## src/rtl/mem_req_arbiter.sv

```systemverilog
// Arbitrates stores, speculative loads and instruction fetch onto one byte-serial
// memory controller. Only one command is in flight at a time, and it is held stable until done.
module mem_req_arbiter #(
  parameter int STARVE_MAX = 4,
  parameter int CNT_W      = 3
) (
  input  logic        clk,
  input  logic        rst,
  input  logic        rdy,
  input  logic        clear,
  input  logic        st_req,
  input  logic [31:0] st_addr,
  input  logic [2:0]  st_len,
  input  logic [31:0] st_data,
  output logic        st_done,
  input  logic        ld_req,
  input  logic [31:0] ld_addr,
  input  logic [2:0]  ld_len,
  output logic        ld_done,
  output logic [31:0] ld_data,
  input  logic        if_req,
  input  logic [31:0] if_addr,
  output logic        if_done,
  output logic [63:0] if_data,
  output logic        mc_ls_sig,
  output logic        mc_ls_wr,
  output logic [2:0]  mc_len,
  output logic [31:0] mc_ls_addr,
  output logic [31:0] mc_store_val,
  input  logic        mc_ls_done,
  input  logic [31:0] mc_ls_data,
  output logic        mc_if_sig,
  output logic [31:0] mc_if_addr,
  input  logic        mc_if_done,
  input  logic [63:0] mc_if_data
);

  typedef enum logic [2:0] {IDLE, BUSY_ST, BUSY_LD, BUSY_IF, GAP} state_e;

  state_e            state_q, state_d;
  logic [CNT_W-1:0]  cnt_q, cnt_d;
  logic              ls_sig_q, ls_sig_d;
  logic              ls_wr_q, ls_wr_d;
  logic [2:0]        len_q, len_d;
  logic [31:0]       ls_addr_q, ls_addr_d;
  logic [31:0]       st_val_q, st_val_d;
  logic              if_sig_q, if_sig_d;
  logic [31:0]       if_addr_q, if_addr_d;
  logic              st_done_q, st_done_d;
  logic              ld_done_q, ld_done_d;
  logic              if_done_q, if_done_d;
  logic [31:0]       ld_data_q, ld_data_d;
  logic [63:0]       if_data_q, if_data_d;

  logic starved;
  assign starved = (cnt_q == CNT_W'(STARVE_MAX));

  always_comb begin
    state_d   = state_q;
    cnt_d     = cnt_q;
    ls_sig_d  = ls_sig_q;
    ls_wr_d   = ls_wr_q;
    len_d     = len_q;
    ls_addr_d = ls_addr_q;
    st_val_d  = st_val_q;
    if_sig_d  = if_sig_q;
    if_addr_d = if_addr_q;
    st_done_d = 1'b0;
    ld_done_d = 1'b0;
    if_done_d = 1'b0;
    ld_data_d = ld_data_q;
    if_data_d = if_data_q;
    // A stall freezes everything; done pulses are suppressed by the defaults above.
    if (rdy) begin
      case (state_q)
        IDLE: begin
          if (st_req) begin
            state_d   = BUSY_ST;
            ls_sig_d  = 1'b1;
            ls_wr_d   = 1'b1;
            len_d     = st_len;
            ls_addr_d = st_addr;
            st_val_d  = st_data;
          end else if (!clear) begin
            if (if_req && (!ld_req || starved)) begin
              state_d   = BUSY_IF;
              if_sig_d  = 1'b1;
              if_addr_d = if_addr;
              cnt_d     = '0;
            end else if (ld_req) begin
              state_d   = BUSY_LD;
              ls_sig_d  = 1'b1;
              ls_wr_d   = 1'b0;
              len_d     = ld_len;
              ls_addr_d = ld_addr;
              if (if_req && !starved) cnt_d = cnt_q + 1'b1;
            end
          end
        end
        BUSY_ST: begin
          if (mc_ls_done) begin
            state_d   = GAP;
            ls_sig_d  = 1'b0;
            st_done_d = 1'b1;
          end
        end
        BUSY_LD: begin
          // Flush beats a same-cycle completion; the load data is discarded.
          if (clear) begin
            state_d  = GAP;
            ls_sig_d = 1'b0;
          end else if (mc_ls_done) begin
            state_d   = GAP;
            ls_sig_d  = 1'b0;
            ld_done_d = 1'b1;
            ld_data_d = mc_ls_data;
          end
        end
        BUSY_IF: begin
          if (clear) begin
            state_d  = GAP;
            if_sig_d = 1'b0;
          end else if (mc_if_done) begin
            state_d   = GAP;
            if_sig_d  = 1'b0;
            if_done_d = 1'b1;
            if_data_d = mc_if_data;
          end
        end
        GAP:     state_d = IDLE;
        default: state_d = IDLE;
      endcase
    end
  end

  always_ff @(posedge clk or negedge rst) begin
    if (!rst) begin
      state_q   <= IDLE;
      cnt_q     <= '0;
      ls_sig_q  <= 1'b0;
      ls_wr_q   <= 1'b0;
      len_q     <= '0;
      ls_addr_q <= '0;
      st_val_q  <= '0;
      if_sig_q  <= 1'b0;
      if_addr_q <= '0;
      st_done_q <= 1'b0;
      ld_done_q <= 1'b0;
      if_done_q <= 1'b0;
      ld_data_q <= '0;
      if_data_q <= '0;
    end else begin
      state_q   <= state_d;
      cnt_q     <= cnt_d;
      ls_sig_q  <= ls_sig_d;
      ls_wr_q   <= ls_wr_d;
      len_q     <= len_d;
      ls_addr_q <= ls_addr_d;
      st_val_q  <= st_val_d;
      if_sig_q  <= if_sig_d;
      if_addr_q <= if_addr_d;
      st_done_q <= st_done_d;
      ld_done_q <= ld_done_d;
      if_done_q <= if_done_d;
      ld_data_q <= ld_data_d;
      if_data_q <= if_data_d;
    end
  end

  assign st_done      = st_done_q;
  assign ld_done      = ld_done_q;
  assign if_done      = if_done_q;
  assign ld_data      = ld_data_q;
  assign if_data      = if_data_q;
  assign mc_ls_sig    = ls_sig_q;
  assign mc_ls_wr     = ls_wr_q;
  assign mc_len       = len_q;
  assign mc_ls_addr   = ls_addr_q;
  assign mc_store_val = st_val_q;
  assign mc_if_sig    = if_sig_q;
  assign mc_if_addr   = if_addr_q;

endmodule

```

## config.mk

```make
export PLATFORM = sky130hd
export DESIGN_NAME = mem_req_arbiter
export DESIGN_NICKNAME = d
export VERILOG_FILES = /design/src/rtl/mem_req_arbiter.sv
export SDC_FILE = /design/constraint.sdc
export NUM_CORES = 1
export LEC_CHECK = 0
export ABC_AREA = 1
export BUFFER_PORTS_ARGS = -buffer_cell sky130_fd_sc_hd__buf_2
export CORE_AREA = 2 2 173 175
export DETAILED_ROUTE_END_ITERATION = 6
export DIE_AREA = 0 0 175 177
export PLACE_DENSITY = 0.53
export SLEW_MARGIN = 20
export SYNTH_ARGS = -nofsm -noshare
export SYNTH_HDL_FRONTEND = slang
export SYNTH_SLANG_ARGS = --single-unit
```

## constraint.sdc

```tcl
create_clock -name clk -period 1.62 [get_ports clk]
set_input_delay 0.162 -clock clk [delete_from_list [all_inputs] [get_ports clk]]
set_output_delay 0.162 -clock clk [all_outputs]
set_load 0.01 [all_outputs]
```

==> summary.txt <==
Status
  • Status: complete, no violations

GRT
  • First-pass GRT wire length: 46.30 mm
  • Vias in the first global route: 9,081
  • GRT Util Overall: 0.1837
  • Largest net degree at the start of global routing: 66
  • Total grt overflow: 0
  • Antenna violations before repair: 0

Clocking
  • CTS clk-pin slew, worst paths: 60 ps
  • CTS tree: built
  • CTS max path bufs: 3
  • Setup Fix Bufs, Post-CTS: 0
  • Clk_lat worst skew: 520 ps
  • H-Tree Depth: 1
  • Clock Tree Root: clkbuf_16
  • Clock sink total: 207
  • CTS Buf Count: 25

Synth
  • Synth area leaders: dfrtp_1, nand2_1, mux2i_1, o21ai_0, o21ai_2
  • Seq cells post-synth: 207
  • Syn Nets: 1,187
  • Synth top cells by count: nand2_1, dfrtp_1, o21ai_0
  • Mapped Area: 0.008756 mm^2
  • Synth cell types: 25
  • Share of the synthesized area in the top cell type: 0.5916
  • Most frequent cell after synthesis: nand2_1
  • Syn Area/Cell: 9.256 um^2
  • Number of synthesized flops with an enable pin: 0
  • Post-synth top area cell: dfrtp_1
  • Ys Warns: 0
  • Main synth FF type: dfrtp_1
  • Sequential share of the synthesized area: 0.5916
  • Ys async rst share: 1.000
  • Mapped Cells: 946

Final layout
  • Fin cells: 2,028
  • Filler instances: 2,770
  • Area delta synth->final: 67.35%
  • Nets: 1,862
  • Multi-input gate area: 0.003078 mm^2
  • Antenna diodes: 0
  • Reg area: 0.005181 mm^2
  • Layout cells sized above 1: 0.3455

Drt
  • First DRT Iteration DRCs: 401
  • DR WL/cell: 14.51 um
  • Via count: 8,794
  • Vias per cell: 4.336
  • Post-route DRC violation count: 0
  • Drt total wl: 29.42 mm
  • DRT antenna net count: 0
  • Initial DRT Pass Iterations: 4

STA
  • Fmax achieved: 665.3 MHz
  • Worst setup margin: 116.9 ps
  • Max Slew Vio Count: 0
  • Setup violators final: 0
  • Worst slew pin tran: 464.1 ps
  • Slew HR: 0.6818
  • Final critical-path required period: 1503 ps
  • Final Hold Fails: 0
  • Final period utilization: 0.9279
  • Skew final: 9.255 ps

Critical path
  • Critical Path Sink Type: flip-flop
  • Worst R2R End: mc_ls_addr[19]
  • Critical Path RT: 2030 ps
  • Worst EP arrival: 1910 ps
  • R2R Path Start: state_q[0]
  • Worst-path fanout max: 29
  • Worst Reg-to-Reg Cells: 9
  • Critical path class: reg2reg
  • R2r setup slk: 120 ps
  • Worst setup path endpoint: mc_ls_addr[19]
  • Worst setup SP type: flip-flop
  • Origin of the worst setup path: state_q[0]

Hold path
  • Worst Hold Class: in2reg

Placed design
  • Cells after DPL: 1,752
  • Pre-CTS WS: 20.74 ps
  • Routability cong.: 0.8161
  • Detailed Place HPWL: 19.57 mm
  • Port Buf Inserts: 439

Floorplanning
  • Die width: 175 um
  • Die H: 177 um
  • Site Rows: 63
  • Initial core utilization: 0.2994
  • Top-level port count: 440
  • Die ar.: 0.03098 mm^2
  • Area of the core: 0.02924 mm^2

Run
  • Max Cap Violations: 0

Power
  • P per Cell Area: 1427 mW/mm^2
  • Worst vdd ir: 0.7565 mV
  • Pleak: 8.199 nW
[area by class of cell]
| class | instances | area share |
|---|---|---|
| inverters | 48 | 0.01230 |
| repair buffers | 699 | 0.3349 |
| flip-flops and latches | 207 | 0.3536 |
| clock inverters | 9 | 0.007173 |
| clock buffers | 35 | 0.04867 |
| well taps | 390 | 0.03330 |
| multi-input cells | 640 | 0.2101 |
[per-stage QoR]
| stage | setup TNS [ps] | util | total power, W | hold slack [ps] | area [um^2] |
|---|---|---|---|---|---|
| CTS | 0 | 0.4992 | 0.02108 | 36.57 | 14600 |
| global route | -13.71 | 0.5010 | 0.02236 | 54.76 | 14650 |
| detailed placement | 0 | 0.3922 | 0.01493 | 114.1 | 11470 |
| floorplan | 0 | - | 0.01167 | -133.6 | 8756 |
| finish | 0 | 0.5010 | 0.02090 | 66.40 | 14650 |
| global placement | 0 | 0.3922 | 0.01482 | 110.4 | 11470 |
[flip-flops by register name, summed over array words and instances, names as in the netlist, 3 cells and up]
signal / count
state_q: 3
cnt_q: 3
mc_store_val: 32
mc_len: 3
ld_data: 32
mc_ls_addr: 32
if_data: 64
mc_if_addr: 32
[report_power, final]
part / internal (W) / total, W / switching, W
combinational: 0.00318 / 0.00723 / 0.00404
clock: 0.00338 / 0.00555 / 0.00217
sequential: 0.00712 / 0.00812 / 0.00101
total: 0.0137 / 0.0209 / 0.00722
[critical path, cell delays in order (launching register included)]
cell and delay, ps:
dfrtp_2 440, inv_2 70, nand2_1 80, nor2_4 120
nand2_4 80, nor2_2 130, nand2_4 120, buf_12 190
nand2_1 100, o21ai_2 50
[worst min path at each step]
stage	from	endpoint	slack (ps)	cells after the start
CTS	ld_len[2]	mc_len[2]	40	3
global placement	rst	if_data[30]	110	1
global route	st_len[2]	mc_len[2]	50	3
floorplan	rst	cnt_q[0]	-130	0
finish	ld_len[2]	mc_len[2]	70	3
detailed placement	rst	if_data[30]	110	1
[repair_timing]
item / in CTS / in global routing
hold buffers: 231 / 0
gates resized for setup: 0 / 8
hold endpoints to repair: 402 / 0
endpoints found under the setup margin: 0 / 117
[layout by cell type (no fill, tap or decap)]
cell | synthesis | routed
buf_12 | 0 | 12
nand2_1 | 422 | 419
buf_6 | 11 | 1
inv_2 | 5 | 5
nand2_4 | 3 | 2
inv_8 | 0 | 1
bufinv_16 | 0 | 2
a21boi_4 | 1 | 1
dfrtp_1 | 207 | 206
clkbuf_8 | 0 | 6
buf_4 | 13 | 15
nand3_2 | 1 | 2
ha_1 | 2 | 2
nand3_1 | 47 | 46
inv_1 | 43 | 43
nand2_8 | 0 | 1
a21oi_1 | 3 | 3
nor3_1 | 1 | 1
dlygate4sd3_1 | 0 | 231
buf_2 | 15 | 438
dfrtp_2 | 0 | 1
nand2_2 | 2 | 5
nor2_4 | 1 | 1
clkinv_2 | 0 | 5
o21ai_0 | 69 | 69
xnor2_1 | 1 | 1
mux2i_1 | 35 | 35
nor2_2 | 4 | 5
inv_6 | 0 | 1
nand4_1 | 1 | 1
o21ai_2 | 35 | 35
clkbuf_1 | 12 | 5
nor2_8 | 1 | 1
nor2_1 | 11 | 10
clkbuf_16 | 0 | 26
[layer usage]
layer / part of all wire / global-route usage
met1: 0.40 / 0.2206
met2: 0.50 / 0.3218
met3: 0.063 / 0.03952
met4: 0.036 / 0.07222
met5: 0 / 0
[kinds of logic (layout without fill, tap and decap cells)]
group	after synthesis	in the layout	share of synthesized area
multiplexers	35	35	0.04001
flip-flops	207	207	0.5916
AO/OA/AOI/OAI	108	108	0.07831
XOR/XNOR	1	1	0.001000
buffers and inverters	99	791	0.05959
AND/OR/NAND/NOR	494	494	0.2266
adder cells (fa/ha/maj)	2	2	0.002858
Note: power is estimated with default switching activity, not from simulation.
